## config.mk

```make
export PLATFORM = sky130hd
export DESIGN_NAME = rv_multicycle_ctrl
export DESIGN_NICKNAME = d
export VERILOG_FILES = /design/src/rtl/rv_multicycle_ctrl.sv
export SDC_FILE = /design/constraint.sdc
export NUM_CORES = 1
export LEC_CHECK = 0
export CAP_MARGIN = 20
export CORE_MARGIN = 2
export CORE_UTILIZATION = 30
export CTS_CLUSTER_DIAMETER = 150
export DETAILED_ROUTE_END_ITERATION = 12
export HOLD_SLACK_MARGIN = 0.15
export PLACE_DENSITY = 0.84
export SYNTH_ARGS = -nofsm -noshare
export SYNTH_HDL_FRONTEND = slang
export SYNTH_SLANG_ARGS = --single-unit
```

## constraint.sdc

```tcl
create_clock -name clk -period 2.09 [get_ports clk]
set_input_delay 0.3135 -clock clk [delete_from_list [all_inputs] [get_ports clk]]
set_output_delay 0.3135 -clock clk [all_outputs]
set_load 0.1 [all_outputs]
```

## src/rtl/rv_multicycle_ctrl.sv

```systemverilog
// Multi-cycle control FSM for the RV32I core.
// Sequences fetch, decode, execute, memory access and PC update for the
// instruction held in IR. Holds no datapath values: every output is decoded
// from the current state, the IR opcode and the handshake/fault inputs.
module rv_multicycle_ctrl #(
    parameter bit RESET_HALT = 1'b0
) (
    input  logic        clk,
    input  logic        rst,
    input  logic [31:0] instr,
    input  logic        mem_ready,
    input  logic        branch_taken,
    input  logic        alu_fault,
    output logic        ir_we,
    output logic        pc_we,
    output logic        pc_sel,
    output logic [2:0]  alu_op,
    output logic [1:0]  addr_alu_op,
    output logic [2:0]  funct3,
    output logic        mem_req,
    output logic        mem_we,
    output logic        mem_addr_sel,
    output logic        rf_we,
    output logic [1:0]  wb_sel,
    output logic        halted,
    output logic [2:0]  state
);

    typedef enum logic [2:0] {
        ST_FETCH  = 3'd0,
        ST_DECODE = 3'd1,
        ST_EXEC   = 3'd2,
        ST_MEM    = 3'd3,
        ST_NEXTPC = 3'd4,
        ST_HALT   = 3'd5
    } state_t;

    localparam logic [6:0] OPC_LUI    = 7'b0110111;
    localparam logic [6:0] OPC_AUIPC  = 7'b0010111;
    localparam logic [6:0] OPC_JAL    = 7'b1101111;
    localparam logic [6:0] OPC_JALR   = 7'b1100111;
    localparam logic [6:0] OPC_BRANCH = 7'b1100011;
    localparam logic [6:0] OPC_LOAD   = 7'b0000011;
    localparam logic [6:0] OPC_STORE  = 7'b0100011;
    localparam logic [6:0] OPC_OPIMM  = 7'b0010011;
    localparam logic [6:0] OPC_OP     = 7'b0110011;

    localparam logic [2:0] ALU_IMM   = 3'd0;
    localparam logic [2:0] ALU_PC4   = 3'd1;
    localparam logic [2:0] ALU_OPIMM = 3'd5;
    localparam logic [2:0] ALU_OP    = 3'd6;

    localparam logic [1:0] ADDR_PC     = 2'd0;
    localparam logic [1:0] ADDR_PC_IMM = 2'd1;
    localparam logic [1:0] ADDR_RS1_IMM = 2'd2;

    localparam logic [1:0] WB_ALU  = 2'd0;
    localparam logic [1:0] WB_ADDR = 2'd1;
    localparam logic [1:0] WB_MEM  = 2'd2;

    state_t state_q, state_d;

    logic [6:0] opcode;
    logic is_lui, is_auipc, is_jal, is_jalr, is_branch;
    logic is_load, is_store, is_opimm, is_op, is_legal;

    // Only the opcode and funct3 fields matter to the controller.
    logic unused_instr_bits;
    assign unused_instr_bits = ^{instr[31:15], instr[11:7]};

    assign opcode    = instr[6:0];
    assign is_lui    = (opcode == OPC_LUI);
    assign is_auipc  = (opcode == OPC_AUIPC);
    assign is_jal    = (opcode == OPC_JAL);
    assign is_jalr   = (opcode == OPC_JALR);
    assign is_branch = (opcode == OPC_BRANCH);
    assign is_load   = (opcode == OPC_LOAD);
    assign is_store  = (opcode == OPC_STORE);
    assign is_opimm  = (opcode == OPC_OPIMM);
    assign is_op     = (opcode == OPC_OP);
    assign is_legal  = is_lui | is_auipc | is_jal | is_jalr | is_branch |
                       is_load | is_store | is_opimm | is_op;

    assign funct3 = instr[14:12];
    assign state  = state_q;

    // State register; reset restarts at FETCH (or parks in HALT for bring-up).
    always_ff @(posedge clk) begin
        if (rst) begin
            state_q <= RESET_HALT ? ST_HALT : ST_FETCH;
        end else begin
            state_q <= state_d;
        end
    end

    // Next-state logic.
    always_comb begin
        state_d = state_q;
        case (state_q)
            ST_FETCH: begin
                if (mem_ready) state_d = ST_DECODE;
            end
            ST_DECODE: begin
                state_d = is_legal ? ST_EXEC : ST_HALT;
            end
            ST_EXEC: begin
                if (is_op || is_opimm) begin
                    state_d = alu_fault ? ST_HALT : ST_NEXTPC;
                end else if (is_lui || is_auipc) begin
                    state_d = ST_NEXTPC;
                end else if (is_jal || is_jalr) begin
                    state_d = ST_FETCH;
                end else if (is_branch) begin
                    state_d = branch_taken ? ST_FETCH : ST_NEXTPC;
                end else if (is_load || is_store) begin
                    state_d = ST_MEM;
                end else begin
                    // IR changed under us; treat as illegal.
                    state_d = ST_HALT;
                end
            end
            ST_MEM: begin
                if (mem_ready) state_d = ST_NEXTPC;
            end
            ST_NEXTPC: state_d = ST_FETCH;
            ST_HALT:   state_d = ST_HALT;
            default:   state_d = ST_HALT;
        endcase
    end

    // Output decode; reset masks every strobe in the same cycle it is seen.
    always_comb begin
        ir_we        = 1'b0;
        pc_we        = 1'b0;
        pc_sel       = 1'b0;
        alu_op       = ALU_PC4;
        addr_alu_op  = ADDR_PC;
        mem_req      = 1'b0;
        mem_we       = 1'b0;
        mem_addr_sel = 1'b0;
        rf_we        = 1'b0;
        wb_sel       = WB_ALU;
        halted       = 1'b0;
        case (state_q)
            ST_FETCH: begin
                mem_req = 1'b1;
                ir_we   = mem_ready;
            end
            ST_EXEC: begin
                if (is_op || is_opimm) begin
                    alu_op = is_op ? ALU_OP : ALU_OPIMM;
                    rf_we  = ~alu_fault;
                end else if (is_lui) begin
                    alu_op = ALU_IMM;
                    rf_we  = 1'b1;
                end else if (is_auipc) begin
                    addr_alu_op = ADDR_PC_IMM;
                    wb_sel      = WB_ADDR;
                    rf_we       = 1'b1;
                end else if (is_jal || is_jalr) begin
                    // Link write and PC update land on the same edge.
                    rf_we       = 1'b1;
                    addr_alu_op = is_jal ? ADDR_PC_IMM : ADDR_RS1_IMM;
                    pc_sel      = 1'b1;
                    pc_we       = 1'b1;
                end else if (is_branch) begin
                    addr_alu_op = ADDR_PC_IMM;
                    pc_sel      = branch_taken;
                    pc_we       = branch_taken;
                end
            end
            ST_MEM: begin
                mem_req      = 1'b1;
                mem_addr_sel = 1'b1;
                addr_alu_op  = ADDR_RS1_IMM;
                mem_we       = is_store;
                if (mem_ready && is_load) begin
                    rf_we  = 1'b1;
                    wb_sel = WB_MEM;
                end
            end
            ST_NEXTPC: begin
                pc_we = 1'b1;
            end
            ST_HALT: begin
                halted = 1'b1;
            end
            default: ;
        endcase
        if (rst) begin
            ir_we   = 1'b0;
            pc_we   = 1'b0;
            rf_we   = 1'b0;
            mem_req = 1'b0;
            mem_we  = 1'b0;
        end
    end

endmodule

```

---- Word level (Yosys, flattened, before mapping) ----
Index checks and enable logic that the tools add are counted.
word-level totals
  register bits ........................... 3
  input port bits ......................... 37
  output and inout bits ................... 21
cells by class
  equal/unequal tests ..................... 16
  muxes and demuxes ....................... 50
  bitwise gates (word level) .............. 9
  reductions and logical operators ........ 8
operators by type and width
  cell                  count
  $mux W3               11
  $mux W1               27
  $eq A7 B6 Y1 const B  3
  $eq A7 B7 Y1 const B  3
  $pmux W3 S5           1
  $eq A7 B5 Y1 const B  2
  $mux W2               7
  $or A1 B1 Y1          8
  $pmux W2 S2           2
  $eq A7 B2 Y1 const B  1
  $eq A3 B2 Y1 const B  2
  $eq A3 B3 Y1 const B  2
  $logic_or A1 B1 Y1    4
  $ne A2 B2 Y1 const B  2
  $pmux W1 S2           2
  $eq A3 B1 Y1 const B  1
  $logic_not A3 Y1      1
  $reduce_and A2 Y1     1
  $reduce_or A2 Y1      1
  $logic_and A1 B1 Y1   1
  $not A1 Y1            1

---- Logic depth before layout (Yosys ltp) ----
  depth in word-level cells ............... 11
  gate-level depth with buffers ........... 7
  gate-level depth less buffers ........... 6

---- Worst setup path before layout ----
No wires, ideal clock.
  path kind ............................... register -> output
  from .................................... reg state_q[1] (netlist: state[1])
  to ...................................... out rf_we
  data arrival time ....................... 4,474 ps
  setup slack ............................. -2,697 ps
  cell stages (with the launch flop) ...... 8
  buffers on the path ..................... 1
  cells stage by stage .................... dfxtp_1 > buf_4 > nor2b_1 > nand2_1 > inv_1 > and4b_1 > a21oi_1 > nor2_1
between the ends
  cells in the longest elaborated chain, start to end .. 3
  elaborated cells between the ends (all ways) .. 4
RTL lines
  item                      RTL line  text
  start: declaration        61        state_t state_q, state_d;
  start signal: assignment  90        state_q <= RESET_HALT ? ST_HALT : ST_FETCH;
  start signal: assignment  92        state_q <= state_d;
  $eq A3 B2 Y1              144       case (state_q)
  $pmux W1 S2 *             144
  $mux W1 *                 190       if (rst) begin
  end: declaration          23        output logic rf_we,
Every way passes the cells marked *; elsewhere a longest branch is shown, timed or not.

---- Final worst setup path ----
  from .................................... in instr[6]
  to ...................................... out rf_we
between the ends
  cells in the longest elaborated chain, start to end .. 8
  elaborated cells between the ends (all ways) .. 17
RTL lines
  item                                    RTL line  text
  start: declaration                      10        input logic [31:0] instr,
  $eq A7 B7 Y1, on equally long branches  74, 75
  $logic_or A1 B1 Y1                      160       end else if (is_jal || is_jalr) begin
  $mux W1                                 160
  $mux W1                                 156       end else if (is_auipc) begin
  $mux W1                                 153       end else if (is_lui) begin
  $mux W1                                 150       if (is_op || is_opimm) begin
  $pmux W1 S2 *                           144
  $mux W1 *                               190
Marks and branches as above.

==> summary.md <==
| Metric | Value |
|---|---|
| Post-layout instance area | `1350 µm²` |
| IO Count | `58` |
| Synthesized instance count | `83` |
| CTS buffer count | `3` |
| Layout cells sized above 1 | `60.8%` |
| Post-DP HPWL | `1660 µm` |
| Hold crit path type | `flop to flop` |
| Worst-skew pair later-pin latency | `0.24 ns` |
| Ys flop type | `dfxtp_1` |
| Critical Path AT | `1.77 ns` |
| DR vias | `797` |
| Clk slew on worst S/H paths | `0.04 ns` |
| PD cells | `315 nW/µm²` |
| Die height | `46.6 µm` |
| Number of antenna diodes | `0` |
| Synth top area share | `11.0%` |
| Hold_buf cts | `0` |
| Critical Path End Type | `output pin` |
| Largest net degree at the start of global routing | `13` |
| Routability cong. | `0.866` |
| Largest vdd supply drop | `0.202 mV` |
| Critical Path Start | `instr[6]` |
| Post-synthesis net count | `120` |
| DR DRC count | `0` |
| Vias in the first global route | `803` |
| Vias per Instance | `5.14` |
| First DRT Iteration DRCs | `10` |
| DP Area | `1280 µm²` |
| Largest register FFs | `3` |
| Routed WL | `2040 µm` |
| Leak Pwr | `0.543 nW` |
| Status | `finished, final reports clean` |
| Mean Syn Cell Area | `6.56 µm²` |
| Root buffer cell | `clkbuf_4` |
| Synth top area cells | `dfxtp_1 (11%), nor2_1 (7.6%), nor3_1 (7.4%)` |
| Global-route wire length before repair | `3520 µm` |
| Area growth syn-to-layout | `148%` |
| Gr usage total | `22.8%` |
| I/O Buffers | `29` |
| FMAX | `0.481 GHz` |
| DIE AREA | `2170 µm²` |
| Starting Density | `31.9%` |
| Worst reg2reg path startpoint | `state[1]$_SDFFE_PP0P_` |
| Crit path kind | `input port to output pin` |
| CORE AREA | `1710 µm²` |
| Global route overflow | `0` |
| RSZ-0062 raised after global routing | `yes` |
| Sink Count | `3` |
| CTS H-tree depth | `1` |
| 1st-pass router iterations | `4` |
| Critical Path Most Common Cell | `nor2_4` |
| Register area | `71.3 µm²` |
| Final period utilization | `99.5%` |
| FFs w/ async S/R, synth | `0%` |
| Routed Antenna Nets | `0` |
| Final setup violation count | `0` |
| Critical-path cell list | `clkdlybuf4s15_2, or4_4, nor2_4, and4b_4, a21oi_4, nor2_4, buf_12` |
| Die width | `46.6 µm` |
| FP Rows | `15` |
| Max Buffers Root-to-Sink | `2` |
| Area of the mapped netlist | `544 µm²` |
| FF+latch count, synth | `3` |
| Req. time, crit path | `1.78 ns` |
| Slowest cell on crit path | `or4_4` |
| Register area share after synthesis | `11.0%` |
| Worst setup SP type | `input port` |
| Max-cap violations | `0` |
| Post-synth EDFFs | `0` |
| Layout Nets | `168` |
| Slew headroom | `77.2%` |
| Multi-input gate area | `598 µm²` |
| Peak fanout along the critical path | `3` |
| Final Hold Viols | `0` |
| Netlist cell types | `39` |
| Hold path start | `state[2]$_SDFFE_PP0P_` |
| Max incr delay on CP | `0.55 ns` |
| Post-route minimum period | `2.08 ns` |
| Synth warnings | `0` |
| WL/cell | `13.2 µm` |
| Fill count | `108` |
| Core Util, Final | `79.1%` |
| Worst Max-Slew Pin Slew | `0.337 ns` |
| CTS tree | `done` |
| Initial antenna violation count | `0` |
| Clock skew | `0.00250 ns` |
| Yosys top cell by area | `dfxtp_1` |
| Slew Limit Fails | `0` |
==> what timing repair did <==
| item | CTS | global route |
|---|---|---|
| pin swaps | 5 | 1 |
| gates resized for setup | 13 | 7 |
| setup buffers | 0 | 1 |
| setup endpoints to repair | 9 | 8 |
==> power breakdown <==
| part | switching (W) | leakage, nW | total [W] | internal (W) |
|---|---|---|---|---|
| registers | 0.0000199 | 0.0267 | 0.0000816 | 0.0000617 |
| logic | 0.000142 | 0.501 | 0.000241 | 0.0000990 |
| clock network | 0.0000312 | 0.0150 | 0.000103 | 0.0000716 |
==> critical path: cells and delay by family <==
| family | cells | cell delay, ns |
|---|---|---|
| buffers and inverters | 2 | 0.39 |
| and+or+nand+nor | 4 | 1.03 |
| AOI/OAI and AO/OA | 1 | 0.04 |
==> area by class of cell <==
type                            count  share of cell area [%]
Tap cell                           25                    2.31
Sequential cell                     3                    5.28
Multi-Input combinational cell     67                    44.3
Timing Repair Buffer               51                    44.5
Clock buffer                        4                    1.94
Inverter                            5                    1.67
==> metrics by stage <==
step           hold slack (ns)  setup slack, ns  power (W)  TNS, ns  std cells
5_1_grt                  0.573          -0.0367   0.000454  -0.0998        155
3_5_place_dp             0.548           -0.286   0.000318    -2.30        150
2_1_floorplan            0.486           -0.655   0.000252    -1.71         83
3_3_place_gp             0.540           -0.259   0.000311    -1.72        150
4_1_cts                  0.555          0.00571   0.000424        0        154
6_report                 0.555           0.0114   0.000426        0        155
==> logic make-up (layout without fill, tap and decap cells) <==
group	count (synthesis)	in the layout	share of synthesized area [%]
AND/OR/NAND/NOR	44	44	45.1
AO/OA/AOI/OAI	21	21	27.4
buffers and inverters	13	60	12.2
flip-flops	3	3	11.0
XOR/XNOR	1	1	1.61
multiplexers	1	1	2.76
==> synth_stat cells, types with 2 or more instances <==
cell and number:
nor2_1 11, nor2b_1 4, clkbuf_1 2, dfxtp_1 3, nor3_1 8, a21oi_1 6, nand3_1 2, o21ai_0 3
nand2_1 5, buf_2 2, and4b_1 2, buf_4 4, inv_1 5
==> layer usage <==
metal	vias up	part of all wire, %	global-route usage [%]
met3	10	5.1	3.92
met5	-	0	0
met4	0	4.5	13.1
met2	34	52	39.7
met1	353	39	25.5
li1	400	-	-
==> cell usage in the layout, fill, tap and decap left out, types with 2 or more instances in the layout <==
master / synthesis / final
buf_4: 4 / 25
clkdlybuf4s50_1: 0 / 6
nor2_4: 0 / 5
nor2b_1: 4 / 3
nor2_2: 1 / 2
nor3_1: 8 / 4
buf_12: 0 / 15
clkbuf_4: 0 / 3
nor2_1: 11 / 5
inv_1: 5 / 4
nand2_4: 0 / 2
a21oi_1: 6 / 4
nand2_1: 5 / 3
clkdlybuf4s15_2: 0 / 2
nor3_4: 0 / 4
o21ai_1: 1 / 3
dfxtp_4: 0 / 3
==> path summary, 6_finish.rpt <==
path	to	slack [ns]	cells after the start
min	state[1]$_SDFFE_PP0P_	0.55	1
min reg2reg	state[1]$_SDFFE_PP0P_	0.55	1
max reg2reg	state[0]$_SDFFE_PP0P_	0.63	5
max	rf_we	0.01	7
Power figures use the tool's default switching activity.
